## src/rtl/fetch_pkg.sv

```systemverilog
// Shared types and constants for the LEGv8 instruction-fetch stage.
package fetch_pkg;

    typedef enum logic [1:0] {
        REQ  = 2'd0,
        HOLD = 2'd1,
        DROP = 2'd2
    } fetch_state_t;

    localparam logic [31:0] INSTR_BUBBLE = 32'h0000_0000;
    localparam int unsigned PC_INC       = 32'd4;
    localparam int          OP_MSB       = 31;
    localparam int          OP_LSB       = 21;

    // Saturating increment used by the optional performance counters.
    function automatic logic [31:0] sat_inc32(input logic [31:0] value);
        logic [31:0] result;
        if (value == 32'hFFFF_FFFF) begin
            result = value;
        end else begin
            result = value + 32'd1;
        end
        return result;
    endfunction

endpackage

```

## src/rtl/fetch_stage_if_id_reg.sv

```systemverilog
// IF/ID pipeline register: bubble has priority over load; otherwise contents hold.
module if_id_reg
    import fetch_pkg::*;
#(
    parameter int N = 64
) (
    input  logic         clk,
    input  logic         reset_n,
    input  logic         load,
    input  logic         bubble,
    input  logic [N-1:0] pc_in,
    input  logic [31:0]  instr_in,
    output logic [N-1:0] pc,
    output logic [31:0]  instr,
    output logic         valid
);

    // Pipeline register; a bubble keeps the old PC but clears instruction and valid.
    always_ff @(posedge clk or negedge reset_n) begin
        if (!reset_n) begin
            pc    <= {N{1'b0}};
            instr <= INSTR_BUBBLE;
            valid <= 1'b0;
        end else if (bubble) begin
            instr <= INSTR_BUBBLE;
            valid <= 1'b0;
        end else if (load) begin
            pc    <= pc_in;
            instr <= instr_in;
            valid <= 1'b1;
        end else begin
            valid <= valid;
        end
    end

endmodule

```

## src/rtl/fetch_stage.sv

```systemverilog
// LEGv8 fetch stage: PC, imem req/ready handshake, stall/redirect handling, IF/ID register.
// Optional macro FETCH_PERF_CNT_EN adds saturating fetched/bubble counters.
module fetch_stage
    import fetch_pkg::*;
#(
    parameter int           N        = 64,
    parameter logic [N-1:0] PC_RESET = {N{1'b0}}
) (
    input  logic         clk,
    input  logic         reset_n,
    input  logic         stall_i,
    input  logic         PCSrc_i,
    input  logic [N-1:0] branch_target_i,
    output logic         imem_req_o,
    output logic [N-1:0] imem_addr_o,
    input  logic         imem_ready_i,
    input  logic [31:0]  imem_rdata_i,
    output logic [N-1:0] IF_ID_pc_o,
    output logic [31:0]  IF_ID_instr_o,
    output logic         IF_ID_valid_o,
    output logic [10:0]  Op_o
`ifdef FETCH_PERF_CNT_EN
    ,
    output logic [31:0]  fetched_cnt_o,
    output logic [31:0]  bubble_cnt_o
`endif
);

    fetch_state_t state_r, state_s;
    logic [N-1:0] pc_r, pc_s;
    logic [N-1:0] hold_pc_r, hold_pc_s;
    logic [31:0]  hold_instr_r, hold_instr_s;
    logic [N-1:0] drop_addr_r, drop_addr_s;
    logic         req_s;
    logic         ready_s;
    logic         load_s;
    logic         bubble_s;
    logic [N-1:0] load_pc_s;
    logic [31:0]  load_instr_s;

    // Request is gated by reset so nothing is issued while reset is held.
    assign imem_req_o  = req_s & reset_n;
    assign imem_addr_o = (state_r == DROP) ? drop_addr_r : pc_r;
    assign Op_o        = IF_ID_instr_o[OP_MSB:OP_LSB];

    // Next-state, PC and IF/ID control decode; redirect outranks stall everywhere.
    always_comb begin
        state_s      = state_r;
        pc_s         = pc_r;
        hold_pc_s    = hold_pc_r;
        hold_instr_s = hold_instr_r;
        drop_addr_s  = drop_addr_r;
        load_s       = 1'b0;
        bubble_s     = 1'b0;
        load_pc_s    = pc_r;
        load_instr_s = imem_rdata_i;
        req_s        = (state_r != HOLD);
        ready_s      = imem_ready_i & req_s;
        case (state_r)
            REQ: begin
                if (PCSrc_i) begin
                    bubble_s = 1'b1;
                    pc_s     = branch_target_i;
                    if (ready_s) begin
                        state_s = REQ;
                    end else begin
                        // The old request is still in flight; remember its address.
                        state_s     = DROP;
                        drop_addr_s = pc_r;
                    end
                end else if (ready_s) begin
                    pc_s = pc_r + N'(PC_INC);
                    if (stall_i) begin
                        hold_pc_s    = pc_r;
                        hold_instr_s = imem_rdata_i;
                        state_s      = HOLD;
                    end else begin
                        load_s = 1'b1;
                    end
                end else if (!stall_i) begin
                    bubble_s = 1'b1;
                end else begin
                    bubble_s = 1'b0;
                end
            end
            HOLD: begin
                if (PCSrc_i) begin
                    bubble_s = 1'b1;
                    pc_s     = branch_target_i;
                    state_s  = REQ;
                end else if (!stall_i) begin
                    load_s       = 1'b1;
                    load_pc_s    = hold_pc_r;
                    load_instr_s = hold_instr_r;
                    state_s      = REQ;
                end else begin
                    state_s = HOLD;
                end
            end
            DROP: begin
                if (PCSrc_i) begin
                    pc_s = branch_target_i;
                end else begin
                    pc_s = pc_r;
                end
                if (ready_s) begin
                    state_s = REQ;
                end else begin
                    state_s = DROP;
                end
            end
            default: begin
                state_s  = REQ;
                bubble_s = 1'b1;
            end
        endcase
    end

    // Fetch control registers.
    always_ff @(posedge clk or negedge reset_n) begin
        if (!reset_n) begin
            state_r      <= REQ;
            pc_r         <= PC_RESET;
            hold_pc_r    <= {N{1'b0}};
            hold_instr_r <= INSTR_BUBBLE;
            drop_addr_r  <= {N{1'b0}};
        end else begin
            state_r      <= state_s;
            pc_r         <= pc_s;
            hold_pc_r    <= hold_pc_s;
            hold_instr_r <= hold_instr_s;
            drop_addr_r  <= drop_addr_s;
        end
    end

    if_id_reg #(.N(N)) u_if_id_reg (
        .clk      (clk),
        .reset_n  (reset_n),
        .load     (load_s),
        .bubble   (bubble_s),
        .pc_in    (load_pc_s),
        .instr_in (load_instr_s),
        .pc       (IF_ID_pc_o),
        .instr    (IF_ID_instr_o),
        .valid    (IF_ID_valid_o)
    );

`ifdef FETCH_PERF_CNT_EN
    // Saturating counts of valid IF/ID loads and bubble insertions.
    always_ff @(posedge clk or negedge reset_n) begin
        if (!reset_n) begin
            fetched_cnt_o <= 32'd0;
            bubble_cnt_o  <= 32'd0;
        end else begin
            if (load_s) begin
                fetched_cnt_o <= sat_inc32(fetched_cnt_o);
            end else begin
                fetched_cnt_o <= fetched_cnt_o;
            end
            if (bubble_s) begin
                bubble_cnt_o <= sat_inc32(bubble_cnt_o);
            end else begin
                bubble_cnt_o <= bubble_cnt_o;
            end
        end
    end
`endif

endmodule

```

## config.mk

```make
export PLATFORM = sky130hd
export DESIGN_NAME = fetch_stage
export DESIGN_NICKNAME = d
export VERILOG_FILES = /design/src/rtl/fetch_pkg.sv /design/src/rtl/fetch_stage_if_id_reg.sv /design/src/rtl/fetch_stage.sv
export SDC_FILE = /design/constraint.sdc
export NUM_CORES = 1
export LEC_CHECK = 0
export BUFFER_PORTS_ARGS = -buffer_cell sky130_fd_sc_hd__buf_4
export CORE_ASPECT_RATIO = 0.9
export CORE_MARGIN = 2
export CORE_UTILIZATION = 40
export DETAILED_ROUTE_END_ITERATION = 12
export GPL_ROUTABILITY_DRIVEN = 0
export PLACE_DENSITY_LB_ADDON = 0.12
export SLEW_MARGIN = 10
export SYNTH_ARGS = -nofsm -noshare
export SYNTH_HDL_FRONTEND = slang
export SYNTH_SLANG_ARGS = --single-unit
```

## constraint.sdc

```tcl
create_clock -name clk -period 3.1 [get_ports clk]
set_input_delay 0.31 -clock clk [delete_from_list [all_inputs] [get_ports clk]]
set_output_delay 0.31 -clock clk [all_outputs]
set_load 0.1 [all_outputs]
```

## After elaboration in Yosys (flattened, before gate mapping)

Cells that the tools add are included.

| operators by class | value |
|---|---|
| add/subtract/negate cells | 1 |
| $mul | 0 |
| div/mod/pow operators | 0 |
| order comparisons | 0 |
| equality and inequality tests | 6 |
| shift operators | 0 |
| multiplexer cells | 31 |
| bitwise gates (word level) | 5 |
| reduce and logical (&&, ||, !) cells | 9 |

Operator list:

| kind | count |
|---|---|
| 64-bit 2-to-1 mux | 7 |
| 32-bit 2-to-1 mux | 5 |
| 64-bit one-hot mux with 2 select lines | 1 |
| 64-bit by 3-bit adder with 64-bit output (second input constant) | 1 |
| 1-bit 2-to-1 mux | 11 |
| 3-bit AND reduction | 3 |
| 2-bit 2-to-1 mux | 4 |
| 3-bit != test (second input constant) | 2 |
| 2-bit one-hot mux with 3 select lines | 1 |
| 2-bit by 1-bit != test with 1-bit output (second input constant) | 2 |
| 2-bit AND reduction | 2 |
| 2-bit nonzero test | 2 |
| 1-bit NOT | 3 |
| 1-bit one-hot mux with 3 select lines | 1 |
| 1-bit AND | 2 |
| 2-bit by 1-bit == test with 1-bit output (second input constant) | 1 |
| 2-bit == test (second input constant) | 1 |
| 2-bit logical NOT | 1 |
| 1-bit one-hot mux with 2 select lines | 1 |
| 2-bit OR reduction | 1 |

| storage, ports and cells | value |
|---|---|
| register bits after elaboration | 323 |
| bits in latches | 0 |
| RAM bits | 0 |
| memory bits (read-only) | 0 |
| bits of input ports | 101 |
| logic and storage cells | 60 |
| memories | 0 |

## Logic depth before layout (Yosys ltp)

Gate-level depths: netlist of the first run.

| depth | value |
|---|---|
| depth after elaboration | 7 |
| gate-level depth with buffers | 11 |

## Hierarchy

A second synthesis of the first run with hierarchy kept.

| second synthesis, totals | value |
|---|---|
| cells, all modules | 1368 |
| area total of the unflattened synthesis | 16407.0 um2 |

Modules (own cells, without submodules):

| module | times used | cells each | area each (um2) | seq. area each (um2) |
|---|---|---|---|---|
| fetch_stage | 1 | 1125 | 12394.4 | 5655.4 |
| if_id_reg | 1 | 243 | 4012.6 | 2427.3 |

## Worst setup path before layout of the first run

Ideal clock, no wire load.

| path | value |
|---|---|
| path type | register to output |
| from | register state_r[0] |
| to | output imem_addr_o[21] |
| arrival time | 3.107 ns |
| data required time | 2.790 ns |
| setup slack | -0.317 ns |
| stages on the path, launching flop included | 6 |
| cells stage by stage | dfrtp_1 inv_1 ha_1 clkbuf_1 clkbuf_1 o21ai_0 |

| on the way | value |
|---|---|
| longest elaborated chain between the ends | 2 |

RTL lines:

| item | line | RTL |
|---|---|---|
| start: declaration | fetch_stage.sv:29 | `fetch_state_t state_r, state_s;` |
| start signal: assignment | fetch_stage.sv:128 | `state_r <= state_s;` |
| 2-bit == test | fetch_stage.sv:43 | `assign imem_addr_o = (state_r == DROP) ? drop_addr_r : pc_r;` |
| 64-bit 2-to-1 mux | fetch_stage.sv:43 |  |
| end: declaration | fetch_stage.sv:15 | `output logic [N-1:0] imem_addr_o,` |

Every way passes these cells.

## Worst setup path in the final report of the first run

| path | value |
|---|---|
| from | register state_r[0] |
| to | output imem_addr_o[22] |

The elaborated chain is that of the path after synthesis.

==> results of run 1 <==
## stage by stage
| step | setup WS [ns] | setup TNS [ns] |
|---|---|---|
| after detailed placement | 0.332 | 0 |
| after global placement | 0.373 | 0 |
| after global routing | 0.163 | 0 |
| final | 0.330 | 0 |
| after CTS | 0.295 | 0 |
| after floorplan | -0.317 | -1.90 |
## path summary, 6_finish.rpt
| path | startpoint | to | slack, ns |
|---|---|---|---|
| setup / recovery | state_r[0]$_DFFE_PN0P_ | imem_addr_o[22] | 0.33 |
| setup reg to reg | pc_r[4]$_DFFE_PN0P_ | pc_r[63]$_DFFE_PN0P_ | 0.34 |
| min in group asynchronous | reset_n | u_if_id_reg.instr[12]$_DFFE_PN0P_ | 0.25 |
| hold reg to reg | u_if_id_reg.pc[1]$_DFFE_PN0P_ | u_if_id_reg.pc[1]$_DFFE_PN0P_ | 0.48 |
| hold / removal | imem_rdata_i[12] | hold_instr_r[12]$_DFFE_PN0P_ | 0.03 |
| max in group asynchronous | reset_n | u_if_id_reg.pc[14]$_DFFE_PN0P_ | 1.67 |
## cells in the final DEF, fill, tap and decap left out, types with 7 or more instances in the layout
cell type      count
or3_1              9
nor2_1            42
mux2i_1           95
dlygate4sd3_1      7
and2_1             9
o21ai_0          141
and4_1            10
buf_4            298
clkbuf_1           7
o22ai_1           25
a21oi_1           86
nand4_1           16
inv_1              9
dfrtp_1          323
clkbuf_16         41
nand2_1          174
mux2_2           213
nand3_1           39
nor3_1            12
buf_12            12
and3_1            12
a31oi_1            9
or4_1              7
a2bb2oi_1         14
clkinv_2           8
## layout make-up
type / count / area [um^2] / area share
clock inverter: 13 / 125 / 0.00645
clock buffer: 53 / 1120 / 0.0578
timing repair buffer: 318 / 2560 / 0.132
multi-input combinational: 974 / 6870 / 0.354
inverter: 9 / 33.8 / 0.00174
tap: 490 / 613 / 0.0316
sequential: 323 / 8080 / 0.416
## logic make-up after synthesis
group,synth area share
AO/OA/AOI/OAI,0.109
multiplexers,0.216
flip-flops,0.522
AND/OR/NAND/NOR,0.110
adder cells (fa/ha/maj),0.00484
buffers and inverters,0.0383
## cells in the mapped netlist, drive strengths merged, types with 11 or more instances
| library cell | n |
|---|---|
| nand3 | 40 |
| nand2 | 174 |
| o22ai | 26 |
| a2bb2oi | 14 |
| mux2 | 213 |
| and4 | 11 |
| mux2i | 95 |
| nand4 | 17 |
| and3 | 14 |
| nor3 | 12 |
| dfrtp | 323 |
| nor2 | 44 |
| a21oi | 86 |
| clkbuf | 106 |
| buf | 28 |
| o21ai | 141 |
## routing by layer
layer	track usage	share of wire	vias to the layer above
li1	-	-	5608
met1	0.318	0.49	5857
met2	0.328	0.44	297
met3	0.0356	0.048	46
met4	0.0469	0.015	0
met5	0	0	-
## critical path, delay by kind of cell, from the launching register on
kind / cells / cell delay [ns]
adder cells (fa/ha/maj): 1 / 0.35
multiplexers: 1 / 0.41
buffers and inverters: 3 / 0.73
flip-flops: 1 / 0.43
## registers in the layout, summed over array words and instances (netlist names)
| name | count |
|---|---|
| u_if_id_reg.pc | 64 |
| u_if_id_reg.instr | 32 |
| state_r | 2 |
| drop_addr_r | 64 |
| u_if_id_reg.valid | 1 |
| pc_r | 64 |
| hold_instr_r | 32 |
| hold_pc_r | 64 |
==> impl_metrics.json, run 1 <==
{
  "vias_per_cell": 5.42,
  "grt_pass1_vias": 11703,
  "syn_nets": 1547,
  "post_cts_resized": 0,
  "fill_cells": 3527,
  "first_pass_iters": 5,
  "die-width_um": 211,
  "fmax_mhz": 361,
  "end_kind": "primary output",
  "cts_buffers": 38,
  "start_kind": "register",
  "clk_pin_slew_worst_paths_ns": 0.06,
  "ios": 274,
  "cts_setup_buffers": 0,
  "placementRows": 68,
  "fin_crit_ns": 2.77,
  "worstMarginPinSlew_ns": 0.863,
  "required_ns": 2.79,
  "synthFlopType": "dfrtp_1",
  "vias": 11808,
  "slew_headroom": 0.424,
  "drive_above_1_share": 0.355,
  "hold_violations": 0,
  "synth_cell_type_count": 48,
  "fin_cells": 2180,
  "yosysWarnings": 0,
  "clock_sinks": 323,
  "ctsHoldBuffers": 7,
  "synthCells": 1440,
  "dp_cells": 2107,
  "wl_um": 43200,
  "h-tree-depth": 2,
  "antenna_found_initial": 0,
  "fin_area_um2": 19400,
  "placed_area_um2": 18100,
  "io_buffers": 273,
  "clock_path_buffers": 3,
  "finalSetupViolations": 0,
  "syn2layout_area_growth_pct": 25.2,
  "detail_route.wl_per_cell_um": 19.8,
  "fp.dieArea_um2": 40300,
  "synth-seq-cells": 323,
  "grt_usage": 0.214,
  "cpMaxStageDelayCell": "dfrtp_1",
  "reg2regPathDepth": 6,
  "cp_max_fo": 18,
  "yosysTopAreaCell": "dfrtp_1",
  "yosys-top-cells-area": "dfrtp_1 (52%), mux2_2 (15%), mux2i_1 (6.1%), o21ai_0 (4.6%), nand2_1 (4.2%)",
  "path_cells": "inv_1 -> ha_4 -> buf_4 -> mux2_2 -> buf_4",
  "final.period_utilization": 0.894,
  "first_iter_violations": 905,
  "synth_edf_count": 0,
  "fin_nets": 1771,
  "grt_setup_unrepaired": "false",
  "cts_tree": "built",
  "overflow": 0,
  "max_stage_delay_ns": 0.43,
  "yosysSeqAreaShare": 0.522,
  "synth_area_per_cell_um2": 10.8,
  "min_path_type": "in -> reg",
  "crit_type": "reg -> out",
  "hold_path_depth": 2,
  "outcome": "complete, no violations",
  "grt_pass1_wl_um": 67700,
  "antenna_cells": 0,
  "dpl.hpwl_um": 29300,
  "grt_max_degree": 148,
  "start_util": 0.405,
  "drc": 0,
  "die_h_um": 191,
  "ant_nets": 0,
  "critPathMostFrequentCell": "buf_4",
  "netlist_area_um2": 15500,
  "synthArstFlopShare": 1.00,
  "clock_skew_ns": 0.0179,
  "cts-root-buf": "clkbuf_16",
  "drv_cap": 0,
  "coreArea_um2": 38300,
  "fin_util": 0.507,
  "clk_latency_ns": 0.53,
  "holdWs_ns": 0.0255,
  "drv_slew": 0,
  "worstPathArrival_ns": 2.46,
  "yosys.area.top_type_share": 0.522
}
Power of run 1 is not shown: default switching activity piles up to over one toggle a cycle in this logic, so the estimate is an artifact.
==> run 2, diff against run 1 <==
--- a/config.mk
+++ b/config.mk
@@ -5,6 +5,7 @@
 export SDC_FILE = /design/constraint.sdc
 export NUM_CORES = 1
 export LEC_CHECK = 0
+export ABC_AREA = 1
 export BUFFER_PORTS_ARGS = -buffer_cell sky130_fd_sc_hd__buf_4
 export CORE_ASPECT_RATIO = 0.9
 export CORE_MARGIN = 2
==> run 2 against run 1 <==
Effect of this change:
- critical path type unchanged
- highest routed layer unchanged
- cell count is 52% higher
- clock skew decreased by 0.00098 ns
- synthesized cell count rose by 73%
- core utilization fell by 1.9 points
==> impl_metrics.json, run 2 <==
{
  "mostFrequentLayoutCells": "nand2_1 (756), dfrtp_1 (323), nor2_1 (314)",
  "busiest_layer": "met1",
  "antenna_found_initial": 0,
  "drv_cap": 0,
  "antenna_cells": 0,
  "grt_setup_unrepaired": "false",
  "worstPathArrival_ns": 2.55,
  "syn_nets": 2597,
  "drive_above_1_share": 0.154,
  "grt_usage": 0.256,
  "synthArstFlopShare": 1.00,
  "final_common_cell": "nand2_1",
  "synthCells": 2490,
  "fin_nets": 2794,
  "netlist_area_um2": 17700,
  "die-width_um": 226,
  "cts_tree": "built",
  "outcome": "complete, no violations",
  "wl_um": 59400,
  "detail_route.wl_per_cell_um": 17.9,
  "first_pass_iters": 8,
  "coreArea_um2": 43900,
  "yosysTopAreaCell": "dfrtp_1",
  "start_kind": "register",
  "h-tree-depth": 2,
  "clk_pin_slew_worst_paths_ns": 0.06,
  "slew_headroom": 0.459,
  "clock_skew_ns": 0.0169,
  "drv_slew": 0,
  "vias": 17173,
  "clock_sinks": 323,
  "grt_pass1_vias": 15587,
  "finalSetupViolations": 0,
  "yosys-top-cells-area": "dfrtp_1 (46%), nand2_1 (16%), o21ai_0 (9.8%), nor2_1 (6.7%), inv_1 (5.5%)",
  "synthFlopType": "dfrtp_1",
  "cp_max_fo": 49,
  "drc": 0,
  "hold_violations": 0,
  "start_util": 0.403,
  "first_iter_violations": 1635,
  "overflow": 0,
  "die_h_um": 204,
  "met1_usage": 0.385,
  "min_path_type": "in -> reg",
  "fin_crit_ns": 2.86,
  "required_ns": 2.79,
  "synth_area_per_cell_um2": 7.11,
  "ios": 274,
  "placementRows": 73,
  "gr-usage-met2": 0.376,
  "yosysWarnings": 0,
  "cts_setup_buffers": 0,
  "fp.dieArea_um2": 45900,
  "globalRouteMet3Util": 0.0398,
  "dpl.hpwl_um": 42500,
  "clock_path_buffers": 3,
  "synth-seq-cells": 323,
  "final.period_utilization": 0.924,
  "synth_cell_type_count": 34,
  "finalWorstSetupSlack_ns": 0.237,
  "end_kind": "primary output",
  "ant_nets": 0,
  "grt_max_degree": 137,
  "cts-root-buf": "clkbuf_16",
  "worstMarginPinSlew_ns": 0.811,
  "vias_per_cell": 5.18,
  "fmax_mhz": 349,
  "cts_buffers": 38,
  "pre_cts_ws_ns": 0.725,
  "clk_latency_ns": 0.56,
  "fin_util": 0.488,
  "grt_pass1_wl_um": 90600,
  "synth_edf_count": 0,
  "yosysMostFrequentCell": "nand2_1",
  "yosysSeqAreaShare": 0.457,
  "netlist_top_cells_count": "nand2_1 (756), o21ai_0 (347), dfrtp_1 (323)",
  "io_buffers": 273,
  "syn2layout_area_growth_pct": 21.2,
  "crit_type": "reg -> out",
  "yosys.area.top_type_share": 0.457
}
run 2: cell types whose count changed in the layout (fill, tap and decap cells not counted), sizes merged, moves of 15 or more:
cell   delta
nand2   +597
nor2    +295
inv     +260
o21ai   +241
mux2    -213
mux2i    -95
a21oi    -63
a31oi    +57
nand3    +35
o32ai    +28
o22ai    -15
run 2: cells by family after synthesis:
group           after synthesis  synth area share
simple gates               1206             0.275
compound gates              529             0.164
buf+inv                     420            0.0967
fa+ha+maj                     6           0.00424
xor+xnor                      6           0.00297
flops                       323             0.457
run 2: path summary, 6_finish.rpt:
check                                            startpoint                          endpoint  slack [ns]  cells past startpoint
worst max-delay path                 state_r[0]$_DFFE_PN0P_                   imem_addr_o[41]        0.24                      6
worst min-delay path                     branch_target_i[3]               pc_r[3]$_DFFE_PN0P_        0.04                      3
worst max register to register       state_r[1]$_DFFE_PN0P_              pc_r[16]$_DFFE_PN0P_        0.67                      9
worst min register to register  drop_addr_r[58]$_DFFE_PN0P_       drop_addr_r[58]$_DFFE_PN0P_        0.48                      2
max in group asynchronous                           reset_n       drop_addr_r[43]$_DFFE_PN0P_        1.78                      3
min in group asynchronous                           reset_n  u_if_id_reg.instr[7]$_DFFE_PN0P_        0.23                      2
run 2: through the flow:
step	instances	hold WS [ns]	setup TNS (ns)	area, um^2
after global placement	3244	0.199	0	20200
after CTS	3313	0.0112	0	21400
after global routing	3313	0.0329	0	21400
after detailed placement	3244	0.200	0	20200
after floorplan	2490	0.0144	-11.26	17700
final	3313	0.0373	0	21400
run 2: worst max-delay path, stage by stage (launching register included):
cell	delay, ns
dfrtp_1	0.41
inv_1	0.14
ha_4	0.55
buf_4	0.37
nand2_1	0.07
o21ai_0	0.10
buf_4	0.33
run 2: area by class of cell:
type / count / area, um^2
fillers: 4395 / 22500
inverters: 270 / 1020
multi-input cells: 1747 / 7950
repair buffers: 307 / 2420
well taps: 600 / 751
flip-flops and latches: 323 / 8080
clock inverters: 6 / 58.8
clock buffers: 60 / 1170
run 2: layer usage:
metal,vias to the layer above,wire [um]
met5,-,0
met4,0,1550
met3,88,4120
met2,610,25800
met1,8132,27900
li1,8343,-
run 2: repair_timing:
action,CTS,global route
resized for setup,0,0
hold endpoints to repair,28,0
hold buffers,3,0
Power of run 2 is left out for the same reason.
==> run 3, diff against run 2 <==
--- a/config.mk
+++ b/config.mk
@@ -10,6 +10,7 @@
 export CORE_ASPECT_RATIO = 0.9
 export CORE_MARGIN = 2
 export CORE_UTILIZATION = 40
+export CTS_BUF_LIST = sky130_fd_sc_hd__clkbuf_4
 export DETAILED_ROUTE_END_ITERATION = 12
 export GPL_ROUTABILITY_DRIVEN = 0
 export PLACE_DENSITY_LB_ADDON = 0.12
==> run 3 against run 2 <==
Effect of this change:
- cell area up 4.7%
- count of clock-buffer cells in the layout increased by 79
- largest cell class unchanged
- register-to-register slack worse by 0.32 ns
==> impl_metrics.json, run 3 (synthesis gave the netlist of run 2 again) <==
{
  "outcome": "complete, no violations",
  "overflow": 0,
  "crit_type": "reg -> out",
  "worstMarginPinSlew_ns": 0.801,
  "drive_above_1_share": 0.174,
  "fin_util": 0.511,
  "final.period_utilization": 0.942,
  "clk_latency_ns": 0.83,
  "start_util": 0.403,
  "hold_violations": 0,
  "holdCritStartpoint": "stall_i",
  "first_iter_violations": 1570,
  "worstPathArrival_ns": 2.61,
  "end_kind": "primary output",
  "min_to": "hold_instr_r[22]$_DFFE_PN0P_",
  "reg2regPathDepth": 7,
  "clk_pin_slew_worst_paths_ns": 0.07,
  "clock_skew_ns": 0.0659,
  "required_ns": 2.79,
  "reg2reg_to": "pc_r[1]$_DFFE_PN0P_",
  "dpl.hpwl_um": 42500,
  "drc": 0,
  "grt_pass1_vias": 16711,
  "fin_cells": 3515,
  "cts-root-buf": "clkbuf_4",
  "r2r-start": "state_r[1]$_DFFE_PN0P_",
  "dp_cells": 3244,
  "fin_crit_ns": 2.92,
  "critPathMostFrequentCell": "buf_4",
  "vias": 18072,
  "coreArea_um2": 43900,
  "wl_um": 61600,
  "io_buffers": 273,
  "h-tree-depth": 3,
  "max_stage_delay_ns": 0.42,
  "first_pass_iters": 6,
  "antenna_found_initial": 2,
  "regToRegSetupSlack_ns": 0.35,
  "grt_usage": 0.267,
  "clock_path_buffers": 3,
  "cp_max_fo": 28,
  "drv_slew": 0,
  "start_kind": "register",
  "path_cells": "inv_1 -> ha_4 -> buf_4 -> nand2_1 -> o21ai_0 -> buf_4",
  "holdWs_ns": 0.0791,
  "cts_tree": "built",
  "cts_buffers": 90,
  "grt_pass1_wl_um": 94300,
  "finalSetupViolations": 0,
  "min_path_type": "in -> reg",
  "slew_headroom": 0.466,
  "hold_path_depth": 5,
  "final_common_cell": "nand2_1",
  "cpMaxStageDelayCell": "dfrtp_1",
  "syn2layout_area_growth_pct": 26.9,
  "tns_ns": 0,
  "drv_cap": 0,
  "die-width_um": 226,
  "grt_setup_unrepaired": "false",
  "post_cts_resized": 0,
  "fin_nets": 2950,
  "clock_sinks": 323,
  "mostFrequentLayoutCells": "nand2_1 (756), dfrtp_1 (323), nor2_1 (314)",
  "ant_nets": 0,
  "placementRows": 73,
  "ios": 274,
  "fill_cells": 4390,
  "fmax_mhz": 342,
  "fp.dieArea_um2": 45900,
  "grt_max_degree": 137,
  "detail_route.wl_per_cell_um": 17.5,
  "vias_per_cell": 5.14,
  "die_h_um": 204
}
==> run 3: stage by stage <==
step                      area [um^2]  worst slack [ns]
after floorplan                 17700            -0.376
after global placement          20200             0.805
after detailed placement        20200             0.725
after CTS                       22500            0.0985
after global routing            22500            0.0199
final                           22500             0.179
==> run 3: layout make-up <==
cell class,count,area (um^2),share of cell area
diodes,3,7.51,0.000334
clock buffers,139,1040,0.0465
clock inverters,22,139,0.00618
inverters,270,1020,0.0453
multi-input cells,1747,7950,0.354
flip-flops and latches,323,8080,0.360
well taps,600,751,0.0334
repair buffers,411,3480,0.155
==> run 3: worst max path at each step <==
stage / start / to / slack (ns) / cells after the start
detailed placement: state_r[1]$_DFFE_PN0P_ / pc_r[9]$_DFFE_PN0P_ / 0.73 / 9
global placement: state_r[0]$_DFFE_PN0P_ / pc_r[9]$_DFFE_PN0P_ / 0.80 / 9
floorplan: state_r[0]$_DFFE_PN0P_ / imem_addr_o[57] / -0.38 / 5
global route: state_r[0]$_DFFE_PN0P_ / imem_addr_o[28] / 0.02 / 6
CTS: state_r[0]$_DFFE_PN0P_ / imem_addr_o[52] / 0.1 / 6
finish: state_r[0]$_DFFE_PN0P_ / imem_addr_o[52] / 0.18 / 6
==> run 3: per-layer routing <==
layer  GRT usage  up-vias  part of all wire
met1       0.381     8539              0.45
met2       0.398      673              0.44
met4      0.0896        0             0.027
met3      0.0602      118             0.073
met5           0        -                 0
li1            -     8742                 -
==> run 3: timing repair <==
| item | CTS | global route |
|---|---|---|
| endpoints found under the hold margin | 453 | 0 |
| setup endpoints to repair | 41 | 0 |
| buffers inserted | 2 | 0 |
| hold buffers | 105 | 0 |
==> run 3: worst max-delay path: cells and delay by family (launching register included) <==
| kind | cells | cell delay, ns |
|---|---|---|
| AOI/OAI and AO/OA | 1 | 0.10 |
| adders and majority gates | 1 | 0.35 |
| buffers and inverters | 3 | 0.81 |
| DFF | 1 | 0.42 |
| and+or+nand+nor | 1 | 0.08 |
Power of run 3 is left out for the same reason.
